### config.mk
export PLATFORM = sky130hd
export DESIGN_NAME = game_event_controller
export DESIGN_NICKNAME = d
export VERILOG_FILES = /design/src/rtl/game_event_controller.sv
export SDC_FILE = /design/constraint.sdc
export NUM_CORES = 1
export LEC_CHECK = 0
export ABC_AREA = 1
export BUFFER_PORTS_ARGS = -buffer_cell sky130_fd_sc_hd__buf_2
export CAP_MARGIN = 20
export CORE_MARGIN = 2
export CORE_UTILIZATION = 53
export DETAILED_ROUTE_END_ITERATION = 7
export GPL_TIMING_DRIVEN = 0
export PLACE_DENSITY_LB_ADDON = 0.25
export SKIP_LAST_GASP = 1
export SYNTH_ARGS = -nofsm -noshare
export SYNTH_HDL_FRONTEND = slang
export SYNTH_SLANG_ARGS = --single-unit
### constraint.sdc
create_clock -name clk -period 1.9 [get_ports clk]
set_input_delay 0.38 -clock clk [delete_from_list [all_inputs] [get_ports clk]]
set_output_delay 0.38 -clock clk [all_outputs]
set_load 0.02 [all_outputs]
### src/rtl/game_event_controller.sv
// Game event controller: debounced key presses and periodic frame ticks are coalesced
// into per-source pending bits and queued as interrupt instruction words for the CPU.
module game_event_controller #(
    parameter int         NUM_KEYS        = 2,
    parameter int         SYS_FREQ        = 100000000,
    parameter int         FRAME_RATE      = 60,
    parameter int         DEBOUNCE_CYCLES = 1000000,
    parameter int         FIFO_DEPTH      = 4,
    parameter logic [4:0] OPCODE          = 5'b10110
) (
    input  logic                          clk,
    input  logic                          reset,
    input  logic [NUM_KEYS-1:0]           keys,
    input  logic                          game_enable,
    input  logic                          int_ack,
    output logic [31:0]                   interrupt_instruction,
    output logic                          int_valid,
    output logic                          frame_tick,
    output logic [NUM_KEYS-1:0]           key_state,
    output logic [$clog2(FIFO_DEPTH):0]   fifo_count,
    output logic                          overflow
);

    localparam int FRAME_PERIOD = ((SYS_FREQ / FRAME_RATE) < 1) ? 1 : (SYS_FREQ / FRAME_RATE);
    localparam int FC_W         = (FRAME_PERIOD > 1) ? $clog2(FRAME_PERIOD) : 1;
    localparam int DB_W         = $clog2(DEBOUNCE_CYCLES + 1);
    localparam int PTR_W        = $clog2(FIFO_DEPTH);
    localparam int CNT_W        = PTR_W + 1;
    localparam int NUM_SRC      = NUM_KEYS + 1;

    localparam logic [FC_W-1:0]  FRAME_LAST = FC_W'(FRAME_PERIOD - 1);
    localparam logic [DB_W-1:0]  DB_LIMIT   = DB_W'(DEBOUNCE_CYCLES);
    localparam logic [CNT_W-1:0] FIFO_FULL  = CNT_W'(FIFO_DEPTH);

    logic [NUM_KEYS-1:0] sync1_q, sync1_d;
    logic [NUM_KEYS-1:0] sync2_q, sync2_d;
    logic [NUM_KEYS-1:0] key_state_q, key_state_d;
    logic [NUM_KEYS-1:0] key_prev_q, key_prev_d;
    logic [DB_W-1:0]     db_cnt_q [NUM_KEYS];
    logic [DB_W-1:0]     db_cnt_d [NUM_KEYS];

    logic [FC_W-1:0]     frame_cnt_q, frame_cnt_d;
    logic [NUM_SRC-1:0]  pending_q, pending_d;
    logic                overflow_q, overflow_d;

    logic [7:0]          fifo_mem_q [FIFO_DEPTH];
    logic [7:0]          fifo_mem_d [FIFO_DEPTH];
    logic [PTR_W-1:0]    rd_ptr_q, rd_ptr_d;
    logic [PTR_W-1:0]    wr_ptr_q, wr_ptr_d;
    logic [CNT_W-1:0]    count_q, count_d;

    logic [NUM_SRC-1:0]  src_event;
    logic [NUM_SRC-1:0]  grant_oh;
    logic [7:0]          grant_id;
    logic                grant_valid;
    logic                pop;
    logic                full;
    logic                enq;

    always_comb begin
        sync1_d     = keys;
        sync2_d     = sync1_q;
        key_state_d = key_state_q;
        key_prev_d  = key_state_q;
        db_cnt_d    = db_cnt_q;

        // Counter tracks consecutive disagreeing cycles; the toggle fires on the cycle it would reach the limit.
        for (int unsigned k = 0; k < NUM_KEYS; k++) begin
            if (sync2_q[k] != key_state_q[k]) begin
                if (db_cnt_q[k] == DB_LIMIT - 1'b1) begin
                    key_state_d[k] = ~key_state_q[k];
                    db_cnt_d[k]    = '0;
                end else begin
                    db_cnt_d[k] = db_cnt_q[k] + 1'b1;
                end
            end else begin
                db_cnt_d[k] = '0;
            end
        end

        frame_tick = game_enable && (frame_cnt_q == FRAME_LAST);
        if (!game_enable || (frame_cnt_q == FRAME_LAST)) begin
            frame_cnt_d = '0;
        end else begin
            frame_cnt_d = frame_cnt_q + 1'b1;
        end

        src_event    = '0;
        src_event[0] = frame_tick;
        for (int unsigned k = 0; k < NUM_KEYS; k++) begin
            src_event[k+1] = game_enable && key_state_q[k] && !key_prev_q[k];
        end

        pop  = int_ack && (count_q != '0);
        full = (count_q == FIFO_FULL);

        grant_valid = 1'b0;
        grant_id    = '0;
        grant_oh    = '0;
        for (int unsigned s = 0; s < NUM_SRC; s++) begin
            if (pending_q[s] && !grant_valid) begin
                grant_valid = 1'b1;
                grant_id    = 8'(s);
                grant_oh[s] = 1'b1;
            end
        end

        // A pop in the same cycle frees the slot needed to accept the winner.
        enq = grant_valid && (!full || pop);
        if (!enq) begin
            grant_oh = '0;
        end

        pending_d  = (pending_q & ~grant_oh) | src_event;
        overflow_d = overflow_q || (full && !pop && (|(src_event & pending_q)));

        fifo_mem_d = fifo_mem_q;
        wr_ptr_d   = wr_ptr_q;
        rd_ptr_d   = rd_ptr_q;
        if (enq) begin
            fifo_mem_d[wr_ptr_q] = grant_id;
            wr_ptr_d             = wr_ptr_q + 1'b1;
        end
        if (pop) begin
            rd_ptr_d = rd_ptr_q + 1'b1;
        end

        case ({enq, pop})
            2'b10:   count_d = count_q + 1'b1;
            2'b01:   count_d = count_q - 1'b1;
            default: count_d = count_q;
        endcase
    end

    always_ff @(posedge clk) begin
        if (reset) begin
            sync1_q     <= '0;
            sync2_q     <= '0;
            key_state_q <= '0;
            key_prev_q  <= '0;
            db_cnt_q    <= '{default: '0};
            frame_cnt_q <= '0;
            pending_q   <= '0;
            overflow_q  <= 1'b0;
            fifo_mem_q  <= '{default: '0};
            rd_ptr_q    <= '0;
            wr_ptr_q    <= '0;
            count_q     <= '0;
        end else begin
            sync1_q     <= sync1_d;
            sync2_q     <= sync2_d;
            key_state_q <= key_state_d;
            key_prev_q  <= key_prev_d;
            db_cnt_q    <= db_cnt_d;
            frame_cnt_q <= frame_cnt_d;
            pending_q   <= pending_d;
            overflow_q  <= overflow_d;
            fifo_mem_q  <= fifo_mem_d;
            rd_ptr_q    <= rd_ptr_d;
            wr_ptr_q    <= wr_ptr_d;
            count_q     <= count_d;
        end
    end

    assign int_valid             = (count_q != '0);
    assign interrupt_instruction = int_valid ? {OPCODE, 3'b000, fifo_mem_q[rd_ptr_q], 16'h0000} : 32'd0;
    assign key_state             = key_state_q;
    assign fifo_count            = count_q;
    assign overflow              = overflow_q;

endmodule

Yosys cells after proc, flatten, opt, wreduce, memory -nomap -nowiden

Cells that the tools add are included.

Add/sub/neg operators: 7
Muxes and demuxes: 16
Bitwise gates (word level): 10
Order comparisons: 3
Equality and inequality tests: 8
Reductions and logical operators: 30

Operators with widths:

| operator              | count |
|---|---|
| $add 20x1->20 const B | 2 |
| $eq 20x20->1 const B  | 2 |
| $bwmux 32             | 1 |
| $mux 32               | 1 |
| $mux 8                | 4 |
| $add 21x1->21 const B | 1 |
| $eq 21x21->1 const B  | 1 |
| $bmux 8 s2            | 1 |
| $demux 8 s2           | 1 |
| $logic_and 1x1->1     | 12 |
| $reduce_or 3->1       | 3 |
| $logic_not 1->1       | 7 |
| $and 3x3->3           | 2 |
| $ge 3x3->1 const B    | 2 |
| $mux 1                | 6 |
| $not 2->3             | 2 |
| $pmux 3 s2            | 1 |
| $add 2x1->2 const B   | 2 |
| $not 1->1             | 4 |
| $reduce_and 2->1      | 2 |
| $add 3x1->3 const B   | 1 |
| $eq 3x3->1 const B    | 1 |
| $logic_or 1x1->1      | 3 |
| $lt 3x1->1 const B    | 1 |
| other kinds (10)      | 11 |

Logic and storage cells: 91
Flip-flop bits (word level): 112

Logic depth before layout (Yosys ltp)

Gate-level depths: netlist (run 1).

Depth after elaboration: 12
Mapped depth: 11
Gate-level depth less buffers: 11

Worst setup path before layout (run 1)

OpenSTA, ideal clock, no wires.

Path type: register to register
Start point: register count_q[0], in the netlist fifo_count[0]
End point: register count_q[2], in the netlist fifo_count[2]
Stages on the path, launching flop included: 11
Buffers on the path: 0
Data arrival time: 1,844 ps
Slack: -67 ps
Period minus slack after synthesis: 1,967 ps
Setup time: 122 ps
Cells stage by stage: dfxtp_1 nor2_1 nand3_1 nand2_1 ha_1 inv_1 fa_1 a21oi_1 o21ai_0 o21ai_0 a21oi_1

Word-level cells in the longest chain between the ends: 6
Elaborated cells between the ends (all ways): 12
Classes of those cells: add/sub (2); eq/ne (3); mux (1); reduce/logical (6)

Ends and longest elaborated chain:

| element                                              | line    | source |
|---|---|---|
| from (decl)                                          | 50      | `logic [CNT_W-1:0] count_q, count_d;` |
| from (signal assigned)                               | 161     | `count_q <= count_d;` |
| $eq 3x3->1 or $reduce_bool 3->1 (tied branches)      | 95, 94  |  |
| $logic_not 1->1 or $logic_and 1x1->1 (tied branches) | 109, 94 |  |
| $logic_or 1x1->1                                     | 109     | `enq = grant_valid && (!full \|\| pop);` |
| $logic_and 1x1->1                                    | 109     |  |
| $eq 2x1->1 or $eq 2x2->1 (tied branches)             | 128     | `case ({enq, pop})` |
| $pmux 3 s2 or $reduce_bool 2->1 (tied branches)      | n/a     |  |

Several ways; a longest one is shown, not always the timed one.
A chain may end at the register's enable or synchronous reset.

Worst setup path in the final report (run 1)

Start point: register frame_cnt_q[1]
End point: output port frame_tick

Word-level cells in the longest chain between the ends: 2

Ends and longest elaborated chain:

| element                | line | source |
|---|---|---|
| from (decl)            | 42   | `logic [FC_W-1:0] frame_cnt_q, frame_cnt_d;` |
| from (signal assigned) | 155  | `frame_cnt_q <= frame_cnt_d;` |
| $eq 21x21->1           | 81   | `frame_tick = game_enable && (frame_cnt_q == FRAME_LAST);` |
| $logic_and 1x1->1      | 81   |  |
| to (decl)              | 18   | `output logic frame_tick,` |

Every way passes these cells.

==> results of run 1 <==
## worst max-delay path: stages, from the launching register on
cell and delay [ns]:
dfxtp_2 0.33, inv_2 0.06, ha_4 0.12, nand4_1 0.12
nor3_1 0.20, and3_1 0.23, buf_6 0.13
## metrics by stage
stage	TNS [ns]	power, mW	worst slack [ns]
after CTS	-0.0109	3.40	-0.0109
after floorplan	0	2.03	0.00665
after global routing	-0.179	3.49	-0.101
final	-0.0232	3.36	-0.0232
after detailed placement	-0.181	2.05	-0.148
after global placement	-0.124	2.05	-0.124
## power breakdown
part | leakage, nW | internal, mW | switching (mW) | total (mW)
combinational | 1.01 | 0.0621 | 0.101 | 0.163
clock | 0.102 | 0.624 | 0.721 | 1.35
sequential | 0.714 | 1.85 | 0.00439 | 1.85
## cells by family after synthesis
logic type,count (synthesis)
buf+inv,111
compound gates,97
flops,88
xor+xnor,17
other cells,1
fa+ha+maj,10
simple gates,332
## final timing paths
path | depth (start not counted) | slack (ns) | endpoint | startpoint
min | 2 | 0.20 | overflow$_SDFF_PP0_ | reset
min reg2reg | 2 | 0.39 | sync2_q[0]$_SDFF_PP0_ | sync1_q[0]$_SDFF_PP0_
max | 6 | -0.02 | frame_tick | frame_cnt_q[1]$_SDFF_PP0_
max reg2reg | 11 | 0.08 | fifo_count[2]$_SDFFE_PP0P_ | fifo_count[1]$_SDFFE_PP0P_
## timing repair
item | in CTS | in global routing
setup buffers | 7 | 2
pin swaps | 3 | 4
resized for setup | 14 | 12
hold buffers | 0 | 0
setup endpoints to repair | 8 | 19
## state kept, by name (all words and copies together), names as in the netlist
name,count
sync1_q,2
rd_ptr_q,2
sync2_q,2
pending_q,3
fifo_mem_q,8
db_cnt_q,40
frame_cnt_q,21
key_state,2
fifo_count,3
overflow,1
key_prev_q,2
wr_ptr_q,2
## routing by layer
metal | routed length (µm) | vias to the layer above | track usage | share of wire
li1 | - | 2183 | - | -
met5 | 0 | - | 0 | 0
met1 | 4380 | 1874 | 0.257 | 0.46
met2 | 4650 | 68 | 0.362 | 0.49
met3 | 400 | 7 | 0.0422 | 0.042
met4 | 79 | 0 | 0.0630 | 0.0083
## area by class of cell
type | instances | area, µm²
antenna | 1 | 2.50
inverter | 73 | 274
tap | 108 | 135
sequential | 88 | 1780
clock inverter | 7 | 80.1
clock buffer | 9 | 124
buffer | 38 | 292
fill | 785 | 3310
multi-input combinational | 483 | 2480
timing repair buffer | 27 | 164
## cell usage after synthesis
cell        n
xor2_1      9
clkbuf_1    2
o21ai_0    32
nor3_1      8
inv_1      70
nand2_2     5
a21oi_2    20
nand2_1   127
buf_6       4
nand3_1    31
xnor2_1     8
nand4_1    20
or2_2       1
ha_1        9
buf_2       2
clkinv_1    1
and2b_1     1
nand3_2     4
buf_4      30
o21bai_1    4
a21oi_1    41
nand3b_1    4
inv_2       2
nand3_4     1
and3_1      1
nor2_4      2
nor3_2      4
conb_1      1
fa_1        1
or2_1       1
or2_0       4
dfxtp_1    88
nor2_2      4
nor2_1    114
## cells in the final DEF, fill, tap and decap left out, drive strengths merged
cell type  Yosys  final
nand2        132    132
nor2         120    120
dfxtp         88     88
inv           72     74
buf           36     63
a21oi         61     61
nand3         36     36
o21ai         32     32
conb           1     27
nand4         20     20
nor3          12     12
clkbuf         2     11
xor2           9      9
ha             9      9
xnor2          8      8
or2            6      6
o21bai         4      4
nand3b         4      4
clkinv         1      4
diode          0      1
and3           1      1
and2b          1      1
fa             1      1
bufinv         0      1
clkinvlp       0      1
==> results.sh, run 1 <==
export IMPL_cts_sinks=88
export IMPL_clk_pin_slew_worst_paths_ns=0.09
export IMPL_synthMuxAreaShare=0
export IMPL_rsz0062_at_grt="yes"
export IMPL_path_class="reg -> out"
export IMPL_synth_top_family_by_area="simple AND/OR/NAND/NOR gates"
export IMPL_numCtsBuffers=9
export IMPL_synth_fa_ha_area_frac=0.0284
export IMPL_via_per_inst=4.95
export IMPL_htreeDepth=3
export IMPL_crit_path_end_kind="primary output"
export IMPL_synthesis_area_um2=4660
export IMPL_num_nets_final=736
export IMPL_dpl_instance_area_um2=4990
export IMPL_placedCellCount=808
export IMPL_postSynthCellCount=656
export IMPL_die_y_um=97.8
export IMPL_clkLatencyLatePin_ns=0.36
export IMPL_grt_max_degree=17
export IMPL_timing_fmax_ghz=0.520
export IMPL_period_needed_ns=1.92
export IMPL_setup_ws_ns=-0.0232
export IMPL_coreArea_um2=8640
export IMPL_hold_viol_final=0
export IMPL_ant_nets=0
export IMPL_ys_seq_area_frac=0.378
export IMPL_port_buffers=18
export IMPL_ioPinCount=46
export IMPL_track_usage=0.207
export IMPL_hold_slack_ns=0.197
export IMPL_path_max_fanout=2
export IMPL_routedWlPerCell_um=11.4
export IMPL_die_width_um=97.8
export IMPL_hpwl_um=7140
export IMPL_required_ns=1.52
export IMPL_worst_clock_skew_ns=0.0191
export IMPL_irDropWorstVdd_mv=0.432
export IMPL_stdcell_count=834
export IMPL_cellPowerDensity_nw_per_um2=631
export IMPL_cts_tree="built"
export IMPL_dieArea_um2=9560
export IMPL_status="finished with violations"
export IMPL_start_util=0.540
export IMPL_drtIter0Drc=146
export IMPL_yosysTopAreaCell="dfxtp_1"
export IMPL_cp_data_arrival_time_ns=1.54
export IMPL_synth_top_area_share=0.378
export IMPL_route_detailed_drc=0
export IMPL_synthToLayoutAreaGrowth_pct=14.3
export IMPL_root_buffer="clkbuf_8"
export IMPL_drv_cap=0
export IMPL_rows=34
export IMPL_grt_pass1_wl_um=16700
export IMPL_fin_area_um2=5330
export IMPL_worst_setup_path_start_kind="register"
export IMPL_p_leak_nw=1.83
export IMPL_hp_class="in -> reg"
export IMPL_via_count=4132
export IMPL_post_route_period_util=1.01
export IMPL_grt_antenna_before_repair=0
export IMPL_routed_wl_um=9510
export IMPL_synth_compound_gate_area_share=0.122
export IMPL_globalplace_congestion=0.921
export IMPL_dr_pass1_iters=4
export IMPL_post_route_util=0.617
export IMPL_violations="setup timing"
export IMPL_report_final_slew_viol_count=0
export IMPL_synthTopCellsByArea="dfxtp_1 38%, nand2_1 10%, nor2_1 9.2%, inv_1 5.6%, buf_4 4.8%"
export IMPL_grt_overflow=0
export IMPL_yosys_warnings=0
export IMPL_synthSimpleGateAreaFrac=0.318
export IMPL_setup_violations_final=1
export IMPL_first_global_vias=4001
export IMPL_synth_seq_cells=88
export IMPL_cts_buffer_depth=2
export IMPL_layout_drive_gt1_share=0.196
export IMPL_synth_xor_area_frac=0.0319
export IMPL_syn_area_per_cell_um2=7.11
export IMPL_ys_types=34
Power figures use the tool's default switching activity.
==> run 2: changes to the inputs <==
- ABC_AREA: 1 -> default
- SLEW_MARGIN: default -> 20
==> run 2 against run 1 <==
Against the previous run: clock power fell by 9.6%; design area increased by 0.31%; sequential cell count unchanged; via count is 14% lower; the flow still finishes with violations (setup timing); power shrank 4.0%; global-route usage is essentially flat; die area down 9.4%.
==> results.sh, run 2 <==
export IMPL_status="finished with violations"
export IMPL_violations="setup timing"
export IMPL_worst_clock_skew_ns=0.00794
export IMPL_start_util=0.547
export IMPL_clkLatencyLatePin_ns=0.35
export IMPL_timing_fmax_ghz=0.468
export IMPL_first_global_vias=3366
export IMPL_dr_pass1_iters=4
export IMPL_rr_endpoint="fifo_count[2]$_SDFFE_PP0P_"
export IMPL_synthesis_area_um2=4210
export IMPL_crit_slowest_cell="or4b_4"
export IMPL_setup_ws_ns=-0.238
export IMPL_ioPinCount=46
export IMPL_synth_top_area_share=0.419
export IMPL_place_ws_ns=-0.488
export IMPL_post_route_period_util=1.13
export IMPL_r2r_start="fifo_count[2]$_SDFFE_PP0P_"
export IMPL_cts_buffer_depth=2
export IMPL_die_width_um=93.1
export IMPL_report_final_slew_viol_count=0
export IMPL_routed_wl_um=8870
export IMPL_final_common_cell="dfxtp_1"
export IMPL_ant_nets=0
export IMPL_largestRegisters="db_cnt_q: 40 flops, frame_cnt_q: 21 flops, fifo_mem_q: 8 flops"
export IMPL_irDropWorstVdd_mv=0.475
export IMPL_synthToLayoutAreaGrowth_pct=27.1
export IMPL_hpwl_um=5790
export IMPL_top_register="db_cnt_q"
export IMPL_p_leak_nw=1.92
export IMPL_hp_class="in -> reg"
export IMPL_htreeDepth=3
export IMPL_yosysTopAreaCell="dfxtp_1"
export IMPL_hold_viol_final=0
export IMPL_via_count=3564
export IMPL_grt_max_degree=14
export IMPL_clk_pin_slew_worst_paths_ns=0.08
export IMPL_synth_seq_cells=88
export IMPL_track_usage=0.206
export IMPL_routedWlPerCell_um=13.2
export IMPL_coreArea_um2=7690
export IMPL_postSynthCellCount=482
export IMPL_globalplace_congestion=0.834
export IMPL_syn_area_per_cell_um2=8.72
export IMPL_num_nets_final=581
export IMPL_hold_slack_ns=0.262
export IMPL_cp_data_arrival_time_ns=2.41
export IMPL_synth_enable_flop_cells=0
export IMPL_synth_most_common_cell="dfxtp_1"
export IMPL_tightest_slew_ns=0.593
export IMPL_via_per_inst=5.30
export IMPL_whs_endpoint="sync1_q[1]$_SDFF_PP0_"
export IMPL_die_y_um=93.1
export IMPL_grt_overflow=0
export IMPL_yosys_warnings=0
export IMPL_ys_types=45
export IMPL_min_path_cells=2
export IMPL_required_ns=2.18
export IMPL_root_buffer="clkbuf_8"
export IMPL_worst_setup_path_start_kind="register"
export IMPL_slew_headroom=0.599
export IMPL_cellPowerDensity_nw_per_um2=603
export IMPL_r2r_setup_slack_ns=-0.24
export IMPL_ys_seq_area_frac=0.419
export IMPL_diodes=0
export IMPL_crit_path_cell_trace="or4b_4 > nand2_4 > ha_4 > inv_2 > fa_2 > xor2_2 > or3_4 > a21oi_2"
export IMPL_crit_path_end_kind="register"
export IMPL_cts_sinks=88
export IMPL_final_cell_mix="66 x dfxtp_1, 52 x buf_4, 46 x nor2_1, 28 x nand3_1, 27 x conb_1"
export IMPL_numCtsBuffers=9
export IMPL_synthTopCellsByArea="dfxtp_1 42%, nor2_1 5.6%, buf_4 5.5%, xnor2_1 5.4%, xor2_1 3.7%"
export IMPL_cts_tree="built"
export IMPL_grt_antenna_before_repair=0
export IMPL_drv_cap=0
export IMPL_grt_pass1_wl_um=14600
export IMPL_port_buffers=18
export IMPL_yosys_top_cells_count="88 x dfxtp_1, 63 x nor2_1, 31 x buf_4, 31 x nand3_1, 26 x xnor2_1"
export IMPL_period_needed_ns=2.14
export IMPL_rsz0062_at_grt="yes"
export IMPL_cp_slowest_stage_delay_ns=0.49
export IMPL_min_from="keys[1]"
export IMPL_path_class="reg -> reg"
export IMPL_ys_flop_type="dfxtp_1"
export IMPL_setup_violations_final=41
export IMPL_rows=32
export IMPL_drtIter0Drc=79
export IMPL_r2r_cells=8
export IMPL_layout_drive_gt1_share=0.326
export IMPL_async_flop_share=0
export IMPL_dieArea_um2=8660
export IMPL_largest_reg_flops=40
export IMPL_path_max_fanout=6
export IMPL_route_detailed_drc=0
==> run 2: cell count changes after synthesis, sizes merged, moves of 8 or more <==
cell,before,now
inv,72,23
or3,0,18
o21ai,32,17
nand2,132,20
or4,0,12
clkbuf,2,11
a21oi,61,25
nor2,120,63
xnor2,8,26
xor2,9,18
mux2i,0,8
==> run 2: cell families (layout without fill, tap and decap cells) <==
logic type                 Yosys count  after routing  share of synthesized area
DFF                                 88             88                      0.419
xor gates and xnor gates            44             44                     0.0916
and+or+nand+nor                    207            207                      0.262
adders and majority gates           10             10                     0.0315
other                                1             27                   0.000892
buffers and inverters               68            130                     0.0890
AOI/OAI and AO/OA                   54             54                     0.0762
muxes                               10             10                     0.0298
==> run 2: routing by layer <==
layer | track usage | routed length (µm) | vias to the layer above
met5 | 0 | 0 | -
met4 | 0.0686 | 89 | 0
met3 | 0.0451 | 361 | 6
met2 | 0.364 | 4520 | 85
met1 | 0.249 | 3910 | 1701
li1 | - | - | 1772
==> run 2: cell type report <==
cell class                      instances  area [µm²]
Multi-Input combinational cell        352        2420
Inverter                               23        86.3
Buffer                                 40         310
Clock inverter                          4        45.0
Timing Repair Buffer                   51         418
Tap cell                              102         128
Fill cell                             592        2340
Clock buffer                           12         135
Sequential cell                        88        1800
==> run 2: per-stage QoR <==
stage	utilization	std cells	TNS [ns]	power [mW]	cell area (µm²)
3_3_place_gp	0.595	628	-5.83	2.04	4570
3_5_place_dp	0.595	628	-7.11	2.04	4570
4_1_cts	0.662	659	-5.09	3.26	5090
5_1_grt	0.695	672	-5.40	3.34	5350
6_report	0.695	672	-3.34	3.23	5350
2_1_floorplan	-	508	-0.512	2.02	4350
==> run 2: repair_timing <==
| item | 4_1_cts | 5_1_grt |
|---|---|---|
| pin swaps | 27 | 14 |
| endpoints found under the hold margin | 0 | 0 |
| buffers inserted | 16 | 16 |
| hold buffers | 0 | 0 |
| resized for setup | 63 | 57 |
| setup endpoints to repair | 66 | 69 |
| cloned | 3 | 0 |
==> run 2: worst max path at each step <==
stage | startpoint | to | slack, ns
6_report | fifo_count[2]$_SDFFE_PP0P_ | fifo_count[2]$_SDFFE_PP0P_ | -0.24
5_1_grt | fifo_count[2]$_SDFFE_PP0P_ | fifo_count[2]$_SDFFE_PP0P_ | -0.32
4_1_cts | frame_cnt_q[13]$_SDFF_PP0_ | frame_tick | -0.21
3_5_place_dp | int_ack | fifo_count[2]$_SDFFE_PP0P_ | -0.49
3_3_place_gp | int_ack | fifo_count[2]$_SDFFE_PP0P_ | -0.46
2_1_floorplan | fifo_count[0]$_SDFFE_PP0P_ | fifo_count[2]$_SDFFE_PP0P_ | -0.32
==> run 2: worst max-delay path: cells and delay by family, from the launching register on <==
family | cells | cell delay [ns]
adder cells (fa/ha/maj) | 2 | 0.48
XOR/XNOR | 1 | 0.16
flip-flops | 1 | 0.38
AO/OA/AOI/OAI | 1 | 0.11
buffers and inverters | 1 | 0.03
AND/OR/NAND/NOR | 3 | 0.92
==> run 2: power breakdown <==
| group | internal (mW) | total, mW | leakage [nW] | switching, mW |
|---|---|---|---|---|
| clock network | 0.604 | 1.22 | 0.0941 | 0.613 |
| registers | 1.84 | 1.85 | 0.723 | 0.00611 |
| logic | 0.0639 | 0.161 | 1.11 | 0.0968 |
| total | 2.51 | 3.23 | 1.92 | 0.716 |
